File: config.mk
export PLATFORM = sky130hd
export DESIGN_NAME = prism_counter_bank
export DESIGN_NICKNAME = d
export VERILOG_FILES = /design/src/rtl/prism_counter_bank.sv
export SDC_FILE = /design/constraint.sdc
export NUM_CORES = 1
export LEC_CHECK = 0
export BUFFER_PORTS_ARGS = -buffer_cell sky130_fd_sc_hd__buf_2
export CAP_MARGIN = 5
export CORE_MARGIN = 2
export CORE_UTILIZATION = 30
export CTS_CLUSTER_SIZE = 8
export DETAILED_ROUTE_END_ITERATION = 6
export PLACE_DENSITY_LB_ADDON = 0.08
export SETUP_SLACK_MARGIN = 0.1
export SLEW_MARGIN = 15
export SYNTH_ARGS = -nofsm -noshare
export SYNTH_HDL_FRONTEND = slang
export SYNTH_SLANG_ARGS = --single-unit
export TNS_END_PERCENT = 5
File: constraint.sdc
create_clock -name clk -period 4.08 [get_ports clk]
set_clock_uncertainty 0.05 [all_clocks]
set_input_delay 0.612 -clock clk [delete_from_list [all_inputs] [get_ports clk]]
set_output_delay 0.612 -clock clk [all_outputs]
set_load 0.02 [all_outputs]
File: src/rtl/prism_counter_bank.sv
// prism_counter_bank: bank of NUM_CH preloadable down-counters driven by FSM strobes,
// with zero flags, sticky terminal-count events and a maskable interrupt on a 6-bit register bus.
module prism_counter_bank #(
    parameter int NUM_CH = 2,
    parameter int CNT_W  = 28
) (
    input  logic              clk,
    input  logic              rst_n,
    input  logic [5:0]        address,
    input  logic [31:0]       data_in,
    input  logic [1:0]        data_write_n,
    output logic [31:0]       data_out,
    input  logic              fsm_run,
    input  logic [NUM_CH-1:0] dec_req,
    input  logic [NUM_CH-1:0] load_req,
    output logic [NUM_CH-1:0] zero,
    output logic              irq
);
    logic [CNT_W-1:0]  preload [NUM_CH];
    logic [CNT_W-1:0]  count   [NUM_CH];
    logic [NUM_CH-1:0] auto_reload, irq_en, status, ev, wr_pre, wr_cnt, w1c;
    logic              cnt_en, wr, act;
    logic              unused_data;
    assign wr          = data_write_n == 2'b10;
    assign act         = fsm_run & cnt_en;
    assign irq         = |(status & irq_en);
    assign w1c         = (wr && address == 6'h04) ? data_in[NUM_CH-1:0] : {NUM_CH{1'b0}};
    assign unused_data = ^data_in;
    always_comb begin
        data_out = '0;
        wr_pre   = '0;
        wr_cnt   = '0;
        zero     = '0;
        ev       = '0;
        if (address == 6'h00) begin
            data_out[NUM_CH-1:0]  = auto_reload;
            data_out[8 +: NUM_CH] = irq_en;
            data_out[16]          = cnt_en;
        end
        if (address == 6'h04) data_out[NUM_CH-1:0] = status;
        for (int c = 0; c < NUM_CH; c++) begin
            wr_pre[c] = wr && address == 6'(16 + 8 * c);
            wr_cnt[c] = wr && address == 6'(20 + 8 * c);
            zero[c]   = count[c] == '0;
            // only a plain decrement from 1 is a terminal count; writes and reloads pre-empt it
            ev[c]     = act && dec_req[c] && !load_req[c] && !wr_cnt[c] && count[c] == CNT_W'(1);
            if (address == 6'(16 + 8 * c)) data_out = 32'(preload[c]);
            if (address == 6'(20 + 8 * c)) data_out = 32'(count[c]);
        end
    end
    always_ff @(posedge clk) begin
        if (!rst_n) begin
            auto_reload <= '0;
            irq_en      <= '0;
            cnt_en      <= 1'b0;
            status      <= '0;
            for (int c = 0; c < NUM_CH; c++) begin
                preload[c] <= '0;
                count[c]   <= '0;
            end
        end else begin
            if (wr && address == 6'h00) begin
                auto_reload <= data_in[NUM_CH-1:0];
                irq_en      <= data_in[8 +: NUM_CH];
                cnt_en      <= data_in[16];
            end
            status <= (status & ~w1c) | ev;
            for (int c = 0; c < NUM_CH; c++) begin
                if (wr_pre[c]) preload[c] <= data_in[CNT_W-1:0];
                if (wr_cnt[c]) count[c] <= data_in[CNT_W-1:0];
                else if (act && load_req[c]) count[c] <= preload[c];
                else if (act && dec_req[c])
                    count[c] <= zero[c] ? (auto_reload[c] ? preload[c] : count[c]) : count[c] - CNT_W'(1);
            end
        end
    end
endmodule
== Word level (Yosys, flattened, before mapping) ==
Memories as Yosys holds them, arrays and structs flattened.
Index checks and enable logic that the tools add are counted.
Word-level totals
  memories: 2
  word-level logic and storage cells: 105
  input bits: 47
  bits in read-only memories: 0
  output and inout port bits: 35
  bits in registers: 7
  bits in writable memories: 112
  bits in latches: 0
Memory list
  count: depth 2, width 28, rd ports 2, clocked after Yosys merged registers in 0, wr ports 2, RTL line 20  | logic [CNT_W-1:0] count [NUM_CH];
  preload: depth 2, width 28, rd ports 2, clocked after Yosys merged registers in 0, wr ports 2, RTL line 19  | logic [CNT_W-1:0] preload [NUM_CH];
Operators by class
  multipliers: 0
  shifts and indexed selects: 0
  bitwise operators: 13
  mux-type cells: 52
  reductions and logical operators: 24
  equality and inequality tests: 8
  magnitude comparators: 0
  add/subtract/negate cells: 2
  div/mod/pow operators: 0
Operators by type and width (number)
  $mux 28: 13
  $mux 32: 3
  $eq 28x1->1 const B: 2
  $logic_not 28->1: 2
  $sub 28x1->28 const B: 2
  $mux 1: 32
  $eq 6x5->1 const B: 4
  $logic_and 1x1->1: 16
  $mux 2: 4
  $or 1x1->1: 8
  $eq 6x3->1 const B: 1
  $logic_not 6->1: 1
  $and 2x2->2: 2
  $logic_not 1->1: 4
  $eq 2x2->1 const B: 1
  $not 2->2: 1
  $or 2x2->2: 1
  $reduce_or 2->1: 1
  $and 1x1->1: 1

== Logic depth before layout (Yosys ltp) ==
Gate-level depths: netlist (run 1).
  depth after elaboration: 8
  gate-level depth with buffers: 10
  depth with buffers taken out: 8

== Least setup slack after synthesis (run 1) ==
OpenSTA, ideal clock, no wires.
  path type: input port to flip-flop
  from: in address[5]
  to: mem preload[0][0] (enable)
  setup slack: -0.224 ns
  data required time: 3.578 ns
  stages: 5
  setup time: 0.452 ns
  arrival time: 3.802 ns
  buffers on the path: 1
  cell sequence: nor4b_2 and2b_1 clkbuf_1 nand2_1 o21ai_0
RTL lines
  start, declared: RTL line 9  | input logic [5:0] address,
  end, declared: RTL line 19

==> results.sh, run 1 <==
export IMPL_status="finished clean"
export IMPL_reg2reg_to="count[0][8]$_SDFFCE_PP0P_"
export IMPL_dp_slack_ps=816
export IMPL_grt_usage_pct=23.3
export IMPL_power_uw=3390
export IMPL_tightest_slew_ps=895
export IMPL_crit_type="reg -> out"
export IMPL_use_met2_pct=34.6
export IMPL_hpwl_um=22600
export IMPL_postCtsHoldBufs=0
export IMPL_worstPathCellList="nor4_1 > nand4b_1 > or2_1 > clkinv_2 > buf_2"
export IMPL_n_antenna_cell=0
export IMPL_gp_congestion=0.885
export IMPL_cts_root_buffer="clkbuf_16"
export IMPL_grt_busiest_layer="met2"
export IMPL_cp_end_kind="output port"
export IMPL_fin_util_pct=36.4
export IMPL_core_area_um2=25200
export IMPL_clk_latency_ps=420
export IMPL_syn_instance_count=766
export IMPL_yosysTopAreaCell="edfxtp_1"
export IMPL_vias=6878
export IMPL_drive_gt1_share_pct=21.5
export IMPL_setup_viol=0
export IMPL_syn_avg_cell_area_um2=10.1
export IMPL_io_buffer_count=73
export IMPL_rr_worst_depth=7
export IMPL_final_nets=886
export IMPL_yosysSeqAreaShare_pct=45.5
export IMPL_wl_per_cell_um=26.1
export IMPL_grt_max_degree=30
export IMPL_synthDistinctLibCells=76
export IMPL_drc=0
export IMPL_combPwrFrac_pct=7.5
export IMPL_dr_pass1_iters=6
export IMPL_die_h_um=164
export IMPL_p_clk_share_pct=49.7
export IMPL_async_flop_share_pct=0
export IMPL_grt_use_met1_pct=34.1
export IMPL_drv_cap=0
export IMPL_cts_tree="yes"
export IMPL_cts_inserted_buffers=17
export IMPL_netlist_area_um2=7700
export IMPL_ys_warn_count=0
export IMPL_first_iter_violations=805
export IMPL_clkTransAtPathRegs_ps=60
export IMPL_cts_sinks=119
export IMPL_netSwitchingPower_uw=825
export IMPL_synth_main_ff_cell="edfxtp_1"
export IMPL_start_kind="flip-flop"
export IMPL_dieWidth_um=164
export IMPL_max_freq_mhz=286
export IMPL_ys_top_cells_by_area="edfxtp_1 44%, o211ai_1 5.7%, xnor2_1 3.4%"
export IMPL_rsz0062_at_grt="no"
export IMPL_overflow=0
export IMPL_clk_path_buf_depth=2
export IMPL_layout_common_cells="112 x edfxtp_1, 73 x buf_2, 59 x nor2_1, 59 x o211ai_1, 51 x nand3_1"
export IMPL_ios=82
export IMPL_ir_worst_vdd_mv=0.260
export IMPL_finalCritPeriodShare_pct=85.8
export IMPL_layout_setup_ws_ps=581
export IMPL_vias_per_cell=5.85
export IMPL_final_common_cell="edfxtp_1"
export IMPL_grt_pass1_wl_um=45300
export IMPL_rrSetupSlack_ps=750
export IMPL_synth_edf_count=112
export IMPL_cts_resized=0
export IMPL_hold_violations=0
export IMPL_start_util_pct=30.6
export IMPL_yosys_register_bits=119
export IMPL_finalCriticalPeriod_ps=3500
export IMPL_p_int_uw=2560
export IMPL_arrival_ps=2840
export IMPL_cpPeakStageDelay_ps=720
export IMPL_crit_path_end="zero[0]"
export IMPL_die_area_um2=27000
export IMPL_routed_wirelength_um=30700
export IMPL_grt_use_met3_pct=5.76
export IMPL_power_density_nw_per_um2=369
export IMPL_drv_slew=0
export IMPL_worst_path_max_fanout=13
export IMPL_post_cts_buffers=0
export IMPL_critPathSlowestCell="nor4_1"
export IMPL_fillCellCount=2563
export IMPL_hold_class="reg -> reg"
export IMPL_rows=58
export IMPL_maxSlewHeadroom_pct=40.3
export IMPL_crit_reg2reg_launch="count[0][22]$_SDFFCE_PP0P_"
export IMPL_leakage_uw=0.00311
export IMPL_critical_path_required_ps=3420
export IMPL_switching_share_pct=24.4
export IMPL_syn_to_final_growth_pct=19.0
export IMPL_p_seq_share_pct=42.8
export IMPL_grt_pass1_vias=6597
export IMPL_cts_htree_levels=4
export IMPL_antenna_found_initial=0
export IMPL_crit_start="count[0][22]$_SDFFCE_PP0P_"
export IMPL_ant_nets=0
export IMPL_synth_top_cell_area_share_pct=43.7
## power groups by stage
stage,registers (uW),logic [uW],clock network [uW]
finish,1450,254,1680
global route,1450,272,1760
CTS,1450,253,1710
detailed placement,1470,251,0
global placement,1470,251,0
floorplan,1440,143,0
## final cells by class
type | count | area [um2] | share of cell area (%)
multi-input cells | 575 | 3920 | 42.8
flip-flops and latches | 119 | 3500 | 38.2
inverters | 15 | 57.6 | 0.628
well taps | 330 | 413 | 4.50
clock inverters | 15 | 229 | 2.50
repair buffers | 105 | 618 | 6.74
clock buffers | 17 | 425 | 4.64
## routing by layer
layer / wire [um] / vias to the layer above
li1: - / 3134
met1: 14400 / 3429
met2: 13400 / 290
met3: 2490 / 25
met4: 374 / 0
met5: 0 / -
## synth_stat cells (8+ instances only)
cell type and instances:
buf_4 9, mux2i_1 14, and2_1 29, o211ai_1 59, a221oi_1 18, xnor2_1 30
nor2_1 60, edfxtp_1 112, a221o_1 13, a31oi_1 14, xor2_1 10, nand3_1 51
or3_1 13, clkbuf_1 41, a22oi_1 9, nand2_1 44, o21ai_0 21, nor4_1 24
buf_2 8, inv_1 14, nor3_1 29, mux2_2 19
## flip-flops by register name, summed over array words and instances, names as in the netlist
signal / count
preload: 56
status: 2
auto_reload: 2
irq_en: 2
cnt_en: 1
count: 56
## through the flow
stage	hold slack, ps	instance area (um2)	TNS, ps	instances
after global placement	421	8510	0	1144
after floorplan	406	7720	-12520	769
after detailed placement	427	8510	0	1144
after CTS	434	9170	0	1176
final	436	9170	0	1176
after global routing	469	9170	0	1176
## cells by family after synthesis
family / after synthesis / share of synthesized area [%]
compound gates: 191 / 18.9
xor+xnor: 40 / 4.55
fa+ha+maj: 6 / 0.974
buf+inv: 75 / 4.34
flops: 119 / 45.5
mux: 33 / 4.60
other cells: 1 / 0.0487
simple gates: 301 / 21.2
## worst min path at each step
stage | from | to | slack [ps] | cells after the start
after floorplan | irq_en[0]$_SDFFE_PN0P_ | irq_en[0]$_SDFFE_PN0P_ | 410 | 2
after global placement | irq_en[0]$_SDFFE_PN0P_ | irq_en[0]$_SDFFE_PN0P_ | 420 | 2
after detailed placement | irq_en[0]$_SDFFE_PN0P_ | irq_en[0]$_SDFFE_PN0P_ | 430 | 2
after CTS | irq_en[0]$_SDFFE_PN0P_ | irq_en[0]$_SDFFE_PN0P_ | 430 | 2
after global routing | irq_en[0]$_SDFFE_PN0P_ | irq_en[0]$_SDFFE_PN0P_ | 470 | 2
final | irq_en[0]$_SDFFE_PN0P_ | irq_en[0]$_SDFFE_PN0P_ | 440 | 2
## critical path: cells and delay by family, from the launching register on
kind / cells / cell delay [ps]
flops: 1 / 480
buf+inv: 2 / 480
simple gates: 3 / 1460
No activity file was read; power rests on OpenSTA's default activity.
==> run 2: changes to the inputs <==
--- a/config.mk
+++ b/config.mk
@@ -12,7 +12,9 @@
 export CTS_CLUSTER_SIZE = 8
 export DETAILED_ROUTE_END_ITERATION = 6
 export PLACE_DENSITY_LB_ADDON = 0.08
+export RECOVER_POWER = 25
 export SETUP_SLACK_MARGIN = 0.1
+export SKIP_CTS_REPAIR_TIMING = 1
 export SLEW_MARGIN = 15
 export SYNTH_ARGS = -nofsm -noshare
 export SYNTH_HDL_FRONTEND = slang
==> constraint.sdc (replaced) <==
create_clock -name clk -period 3.4 [get_ports clk]
set_clock_uncertainty 0.05 [all_clocks]
set_input_delay 0.51 -clock clk [delete_from_list [all_inputs] [get_ports clk]]
set_output_delay 0.51 -clock clk [all_outputs]
set_load 0.02 [all_outputs]
==> run 2 against run 1 <==
Net effect:
- setup slack got worse by 450 ps
- die area unchanged
- via count increased by 3.7%
- combinational power increased by 21%
- wire length increased by 3.6%
- sequential power increased by 19%
- clock power increased by 11%
- design area increased by 1.5%
- total power increased by 15%
- clock-buffer cell count increased by 2
- largest cell class unchanged
- largest power group unchanged
- highest routed layer unchanged
==> results.sh, run 2 (synthesis results as in run 1) <==
export IMPL_netSwitchingPower_uw=969
export IMPL_final_nets=909
export IMPL_start_util_pct=30.6
export IMPL_cts_root_buffer="clkbuf_16"
export IMPL_cts_tree="yes"
export IMPL_die_area_um2=27000
export IMPL_drive_gt1_share_pct=22.8
export IMPL_tightest_slew_ps=962
export IMPL_path_delay_family="buffers and inverters"
export IMPL_routed_wirelength_um=31800
export IMPL_dieWidth_um=164
export IMPL_dr_pass1_iters=5
export IMPL_switching_share_pct=24.9
export IMPL_io_buffer_count=73
export IMPL_first_iter_violations=639
export IMPL_overflow=0
export IMPL_setup_viol=0
export IMPL_max_freq_mhz=306
export IMPL_hpwl_um=21600
export IMPL_layout_common_cells="112 x edfxtp_1, 70 x buf_2, 59 x nor2_1, 59 x o211ai_1, 51 x nand3_1"
export IMPL_grt_usage_pct=23.9
export IMPL_leakage_uw=0.00316
export IMPL_drv_cap=0
export IMPL_path_buf_inv=3
export IMPL_finalCriticalPeriod_ps=3270
export IMPL_vias_per_cell=5.95
export IMPL_antenna_found_initial=0
export IMPL_syn_to_final_growth_pct=20.8
export IMPL_crit_type="in -> out"
export IMPL_cts_sinks=119
export IMPL_final_common_cell="edfxtp_1"
export IMPL_critical_path_required_ps=2840
export IMPL_finalNonFillerCells=1199
export IMPL_worst_path_max_fanout=11
export IMPL_status="finished clean"
export IMPL_vias=7131
export IMPL_start_kind="input pin"
export IMPL_clk_path_buf_depth=2
export IMPL_p_clk_share_pct=47.7
export IMPL_p_int_uw=2920
export IMPL_ios=82
export IMPL_combPwrFrac_pct=7.9
export IMPL_drv_slew=0
export IMPL_grt_pass1_wl_um=47000
export IMPL_p_seq_share_pct=44.4
export IMPL_ir_worst_vdd_mv=0.327
export IMPL_ant_nets=0
export IMPL_hold_class="in -> reg"
export IMPL_cpPeakStageDelay_ps=640
export IMPL_rows=58
export IMPL_maxSlewHeadroom_pct=35.9
export IMPL_wl_per_cell_um=26.5
export IMPL_finalCritPeriodShare_pct=96.2
export IMPL_gp_congestion=0.921
export IMPL_worstPathCellList="clkbuf_1 > or4_1 > nor3_1 > clkbuf_1 > a222oi_1 > a31oi_1 > buf_2"
export IMPL_reg_largest_list="count: 56 flops, preload: 56 flops"
export IMPL_power_density_nw_per_um2=418
export IMPL_critPathSlowestCell="clkbuf_1"
export IMPL_fin_util_pct=36.9
export IMPL_cp_end_kind="output port"
export IMPL_grt_max_degree=29
export IMPL_die_h_um=164
export IMPL_clkTransAtPathRegs_ps=60
export IMPL_arrival_ps=2710
export IMPL_n_antenna_cell=0
export IMPL_drc=0
export IMPL_grt_pass1_vias=7052
export IMPL_rsz0062_at_grt="no"
export IMPL_cts_htree_levels=4
export IMPL_placedCellCount=1167
export IMPL_core_area_um2=25200
export IMPL_cts_inserted_buffers=17
export IMPL_cpMostUsedCell="clkbuf_1"
export IMPL_hold_violations=0
export IMPL_clk_latency_ps=420
run 2: cell types whose count changed in the layout (fill, tap and decap cells not counted), moves of 2 or more:
cell	before	now
and2_0	0	27
and2_1	29	2
buf_4	31	46
clkbuf_1	0	8
clkinv_4	6	2
buf_12	1	4
buf_2	73	70
clkinv_2	1	4
bufinv_16	5	3
inv_6	0	2
run 2: final cells by class:
class | instances | area (um2)
multi-input cells | 575 | 3930
well taps | 330 | 413
clock buffers | 19 | 433
inverters | 15 | 61.3
flip-flops and latches | 119 | 3500
fillers | 2512 | 15900
repair buffers | 128 | 811
clock inverters | 13 | 155
run 2: power by group through the flow:
stage	registers (uW)	clock network (uW)	logic [uW]
finish	1730	1860	308
global route	1730	1940	333
CTS	1720	1880	311
detailed placement	1750	0	310
global placement	1750	0	310
floorplan	1730	0	172
run 2: worst paths after layout:
check        cells past startpoint  slack [ps]                   start                     end
max                              7         130              address[1]             data_out[0]
min                              3         350              data_in[8]  irq_en[0]$_SDFFE_PN0P_
max reg2reg                      7         620  count[1][18]$_DFFE_PP_   count[1][9]$_DFFE_PP_
min reg2reg                      2         440  irq_en[0]$_SDFFE_PN0P_  irq_en[0]$_SDFFE_PN0P_
run 2: layer usage:
metal | up-vias | share of wire (%) | GRT usage (%)
met1 | 3592 | 47 | 35.0
met3 | 35 | 6.8 | 4.02
li1 | 3176 | - | -
met5 | - | 0 | 0
met2 | 328 | 45 | 36.6
met4 | 0 | 1.6 | 5.94
run 2: metrics by stage:
step / TNS (ps) / power, uW / hold WS, ps / worst slack (ps) / area [um2]
after floorplan: -3190 / 1900 / 406 / -57.0 / 7720
after global placement: 0 / 2060 / 426 / 384 / 8750
after detailed placement: 0 / 2060 / 431 / 370 / 8750
after CTS: 0 / 3910 / 356 / 52.4 / 9340
after global routing: 0 / 4000 / 372 / 60.7 / 9300
final: 0 / 3890 / 353 / 128 / 9300
run 2: worst reg2reg max path: stages (launching register included):
cell and delay, ps:
edfxtp_1 520, nor4_1 640, nand4b_2 160, buf_4 220, nor4_2 360, or2_2 200
buf_12 210, o211ai_1 150
